File: config.mk
export PLATFORM = sky130hd
export DESIGN_NAME = regfile_dump
export DESIGN_NICKNAME = d
export VERILOG_FILES = /design/src/rtl/regfile_dump.sv
export SDC_FILE = /design/constraint.sdc
export NUM_CORES = 1
export LEC_CHECK = 0
export CAP_MARGIN = 10
export CORE_ASPECT_RATIO = 0.8
export CORE_UTILIZATION = 30
export DETAILED_ROUTE_END_ITERATION = 8
export GPL_TIMING_DRIVEN = 1
export PLACE_DENSITY = 0.54
export SLEW_MARGIN = 10
export SYNTH_ARGS = -nofsm -noshare
export SYNTH_HDL_FRONTEND = slang
export SYNTH_SLANG_ARGS = --single-unit
File: constraint.sdc
create_clock -name clk -period 1.6 [get_ports clk]
set_input_delay 0.32 -clock clk [delete_from_list [all_inputs] [get_ports clk]]
set_output_delay 0.32 -clock clk [all_outputs]
set_load 0.03 [all_outputs]
File: src/rtl/regfile_dump.sv
// regfile_dump
//   Walks a contiguous, wrapping range of register-file addresses after a
//   start pulse and streams each word out with its address and a last flag.
//
// Ports
//   clk, rst         : clock, synchronous active-high reset
//   start            : one-cycle dump request, honoured only in IDLE
//   start_addr, len  : first address and word count (0..2**ADDR_WIDTH),
//                      sampled with start
//   rf_raddr, rf_ren : read port towards the register file
//   rf_rdata         : combinational read data for rf_raddr
//   out_valid/ready  : output stream handshake
//   out_data/addr/last : captured word, its address, final-word flag
//   busy             : dump in progress (RUN or DRAIN)
//   done             : one-cycle pulse when a dump finishes
//   dbg_state        : current FSM state (0 IDLE, 1 RUN, 2 DRAIN)
//
// Handshake: a word transfers on a rising clk edge where out_valid and
// out_ready are both high. While out_valid is high and out_ready is low,
// out_data/out_addr/out_last hold stable and out_valid stays high.
module regfile_dump #(
  parameter int ADDR_WIDTH = 1,
  parameter int DATA_WIDTH = 1
) (
  input  logic                  clk,
  input  logic                  rst,
  input  logic                  start,
  input  logic [ADDR_WIDTH-1:0] start_addr,
  input  logic [ADDR_WIDTH:0]   len,
  output logic [ADDR_WIDTH-1:0] rf_raddr,
  output logic                  rf_ren,
  input  logic [DATA_WIDTH-1:0] rf_rdata,
  output logic                  out_valid,
  input  logic                  out_ready,
  output logic [DATA_WIDTH-1:0] out_data,
  output logic [ADDR_WIDTH-1:0] out_addr,
  output logic                  out_last,
  output logic                  busy,
  output logic                  done,
  output logic [1:0]            dbg_state
);

  typedef enum logic [1:0] {
    IDLE  = 2'd0,
    RUN   = 2'd1,
    DRAIN = 2'd2
  } state_t;

  state_t                state;
  logic [ADDR_WIDTH-1:0] cur_addr;
  logic [ADDR_WIDTH:0]   remaining;

  // The output register can take a new word when it is empty or when its
  // current word is leaving on this edge.
  logic capture;
  assign capture = (state == RUN) && (!out_valid || out_ready);

  // Read address is only presented while actively reading; it holds during
  // a stall because cur_addr only advances on capture.
  assign rf_ren    = (state == RUN);
  assign rf_raddr  = (state == RUN) ? cur_addr : '0;
  assign busy      = (state != IDLE);
  assign dbg_state = state;

  always_ff @(posedge clk) begin
    if (rst) begin
      state     <= IDLE;
      cur_addr  <= '0;
      remaining <= '0;
      out_valid <= 1'b0;
      out_data  <= '0;
      out_addr  <= '0;
      out_last  <= 1'b0;
      done      <= 1'b0;
    end else begin
      done <= 1'b0;
      case (state)
        IDLE: begin
          if (start) begin
            if (len != '0) begin
              state     <= RUN;
              cur_addr  <= start_addr;
              remaining <= len;
            end else begin
              // Empty dump: finish immediately without emitting anything.
              done <= 1'b1;
            end
          end
        end

        RUN: begin
          if (capture) begin
            out_valid <= 1'b1;
            out_data  <= rf_rdata;
            out_addr  <= cur_addr;
            out_last  <= (remaining == (ADDR_WIDTH+1)'(1));
            // Natural overflow wraps the address from all-ones to zero.
            cur_addr  <= cur_addr + ADDR_WIDTH'(1);
            remaining <= remaining - (ADDR_WIDTH+1)'(1);
            if (remaining == (ADDR_WIDTH+1)'(1)) begin
              state <= DRAIN;
            end
          end
        end

        DRAIN: begin
          if (out_valid && out_ready) begin
            out_valid <= 1'b0;
            state     <= IDLE;
            done      <= 1'b1;
          end
        end

        default: begin
          state <= IDLE;
        end
      endcase
    end
  end

endmodule

==> summary.txt <==
GRT
  – GRT overflow: 0
  – Initial antenna violation count: 0
  – Number of global-route vias before repair: 494
  – Maximum number of pins on one net before global-route repair: 10
  – Global-route wire length before repair: 2190 um
  – All-Layer GR Usage: 0.153

STA
  – RSZ-0062 raised after global routing: yes
  – Relative slew slack: 0.787
  – Post-route minimum period: 1.56 ns
  – Number of max-slew violations in the final report: 0
  – Share of the cycle needed by the critical path after routing: 0.977
  – Final WS setup: 0.0368 ns
  – Sum of negative setup slack: 0 ns
  – Highest attainable clock frequency: 0.640 GHz
  – Worst Tran Pin Value: 0.318 ns
  – Setup violations, final: 0
  – Final number of hold-violating endpoints: 0
  – Layout Skew: 0.00459 ns

Logic synthesis
  – Number of synthesized flops with an enable pin: 0
  – Total standard cell area after synthesis: 581 um^2
  – Most numerous cell types in the synthesized netlist: sky130_fd_sc_hd__dfxtp_1 (10), sky130_fd_sc_hd__nor2_1 (8), sky130_fd_sc_hd__inv_1 (7)
  – Sequential fraction of the synthesis area: 0.345
  – Avg Synthesized Cell Area: 8.67 um^2
  – Library cell occupying the most area in the post-synthesis netlist: sky130_fd_sc_hd__dfxtp_1
  – Share of the synthesized area in the top cell type: 0.345
  – Top post-synthesis cells by area: sky130_fd_sc_hd__dfxtp_1 (34%), sky130_fd_sc_hd__ha_1 (11%), sky130_fd_sc_hd__nor2_1 (5.2%)
  – Total number of yosys warnings: 0
  – Post-synth net total: 80
  – Dominant cell by count in the synthesized netlist: sky130_fd_sc_hd__dfxtp_1
  – Primary flip-flop cell chosen by synthesis mapping: sky130_fd_sc_hd__dfxtp_1
  – Number of different library cells in the post-synthesis netlist: 25
  – Fraction of registers with async set/reset: 0
  – Total of flip-flops plus latches after synthesis: 10
  – Cell count after synthesis: 67

Floorplan
  – Die area: 0.00212 mm^2
  – Horiz. Die Dim: 51.2 um
  – Area of the core: 0.00172 mm^2
  – I/O pin cnt: 18
  – Vert. Die Dim: 41.3 um
  – Starting density of the core: 0.337
  – Row Count: 13

Detailed routing
  – Final routed wire length divided by cell count: 11.9 um
  – Number of vias in the routed layout: 588
  – Via/cell ratio: 4.86
  – Number of DRC markers in iteration 0: 5
  – TritonRoute pass-1 iters: 4
  – Total Routed Length: 1440 um
  – Final antenna-violating net count: 0
  – Number of remaining DRC errors: 0

Place
  – Place WS: -0.126 ns
  – Cell Count Post-Placement: 112
  – Final weighted congestion in routability-driven placement: 0.810
  – Quantity of I/O buffers inserted on ports: 17
  – Final HPWL DP: 1080 um

Power
  – Net Switching: 668 uW
  – Sw Share: 0.416
  – Part of the total power dissipated in sequential elements: 0.228
  – Share of total power in combinational logic: 0.616
  – Leakage power: 0.000472 uW
  – Share of power burned in the clock network: 0.155
  – Design internal power: 939 uW
  – PD cells: 1710 mW/mm^2
  – Worst supply voltage drop on vdd: 0.866 mV

Clocking
  – Post-cts hold buffer count: 0
  – CTS clock-pin slew for the worst setup and hold paths: 0.08 ns
  – Depth of the CTS H-tree: 1
  – CTS tree: built
  – Master cell of the clock root buffer: sky130_fd_sc_hd__clkbuf_4
  – Number of buffers created by CTS: 3
  – Number of clock sinks seen by CTS: 10
  – Buffer depth of the longest clock path: 2
  – Clock insertion delay at the later pin of the skew report: 0.28 ns

Critical path
  – Startpoint Class: flop
  – Path type of the worst setup path: reg2reg
  – Req. time, crit path: 1.78 ns
  – Slowest stage cell on the critical path: sky130_fd_sc_hd__dfxtp_4
  – Maximum fanout encountered on the critical timing path: 6
  – R2r setup slk: 0.04 ns
  – Type of element capturing the critical path: flop
  – Delay contributed by the slowest stage of the critical path: 0.38 ns
  – Worst-path cell chain: inv_4 > ha_4 > and3b_2 > nor4_4 > mux2i_1 > nor2_1
  – Arrival time reported for the critical path endpoint: 1.74 ns

Finish
  – Count of placed standard cells in the final layout, fillers left out: 121
  – Antenna diode instance count: 0
  – Number of nets in the finished design: 113
  – Util after Layout: 0.544
  – Layout Area Growth over Synthesis: 61.6%
  – Filler cell count: 177
  – Fraction of layout instances using a drive strength above 1: 0.323

Job
  – Maxcap violations: 0

Status
  – Outcome: finished, final reports clean

Min path
  – Path category of the worst min-delay check: reg2reg
per-layer routing:
metal,vias up,GRT usage,wire length [um]
met5,-,0,0
met2,15,0.280,674
met4,0,0.0417,11
met1,271,0.169,662
li1,299,-,-
met3,3,0.0652,96
repair_timing:
item | CTS | global route
endpoints found under the setup margin | 4 | 10
buffers inserted | 0 | 5
pin swaps | 1 | 4
resized for setup | 4 | 11
per-stage QoR:
step	area [um^2]	hold slack (ns)	power [uW]
after floorplan	593	0.444	977
after global placement	832	0.443	1280
after detailed placement	832	0.449	1290
after CTS	875	0.459	1540
after global routing	938	0.472	1710
final	938	0.452	1610
state kept, by name, indices dropped and copies added (netlist names):
name and flops:
out_valid 1, remaining 2, cur_addr 1, dbg_state 2
out_data 1, out_addr 1, out_last 1, done 1
cell type report:
cell class,count,area (um^2),area share
clock buffers,4,36.3,0.0387
inverters,7,28.8,0.0307
multi-input cells,48,372,0.396
flip-flops and latches,10,208,0.221
well taps,22,27.5,0.0293
repair buffers,30,267,0.284
worst max-delay path: cells and delay by family, from the launching register on:
| family | cells | cell delay, ns |
|---|---|---|
| buffers and inverters | 1 | 0.05 |
| adder cells (fa/ha/maj) | 1 | 0.17 |
| AND/OR/NAND/NOR | 3 | 0.64 |
| multiplexers | 1 | 0.22 |
| flip-flops | 1 | 0.38 |
worst paths after layout:
check / startpoint / to / depth (start not counted)
worst max register to register: dbg_state[1] / remaining[0] / 6
worst min register to register: out_addr / out_addr / 2
worst max-delay path: dbg_state[1] / remaining[0] / 6
worst min-delay path: out_addr / out_addr / 2
cells by family after synthesis:
family,Yosys count,share of synthesized area
fa+ha+maj,5,0.108
compound gates,15,0.181
buf+inv,9,0.0647
simple gates,26,0.267
mux,2,0.0345
flops,10,0.345
power by group through the flow:
stage	Clock [uW]	Sequential (uW)	Combinational [uW]
after floorplan	0	448	529
after global placement	0	367	912
after detailed placement	0	367	919
after CTS	249	368	921
after global routing	261	374	1080
final	249	367	991
cell usage in the layout, fill, tap and decap left out, types with 3 or more instances in the layout:
cell                              instances
sky130_fd_sc_hd__inv_1                    6
sky130_fd_sc_hd__buf_4                   16
sky130_fd_sc_hd__a21oi_1                  5
sky130_fd_sc_hd__nand3_1                  3
sky130_fd_sc_hd__dlymetal6s2s_1           4
sky130_fd_sc_hd__nor2b_1                  3
sky130_fd_sc_hd__clkbuf_4                 3
sky130_fd_sc_hd__clkdlybuf4s50_1          7
sky130_fd_sc_hd__dlygate4sd2_1            3
sky130_fd_sc_hd__dfxtp_1                  8
sky130_fd_sc_hd__nand2_1                  5
sky130_fd_sc_hd__nor2_1                   7
Note: power is estimated with default switching activity, not from simulation.
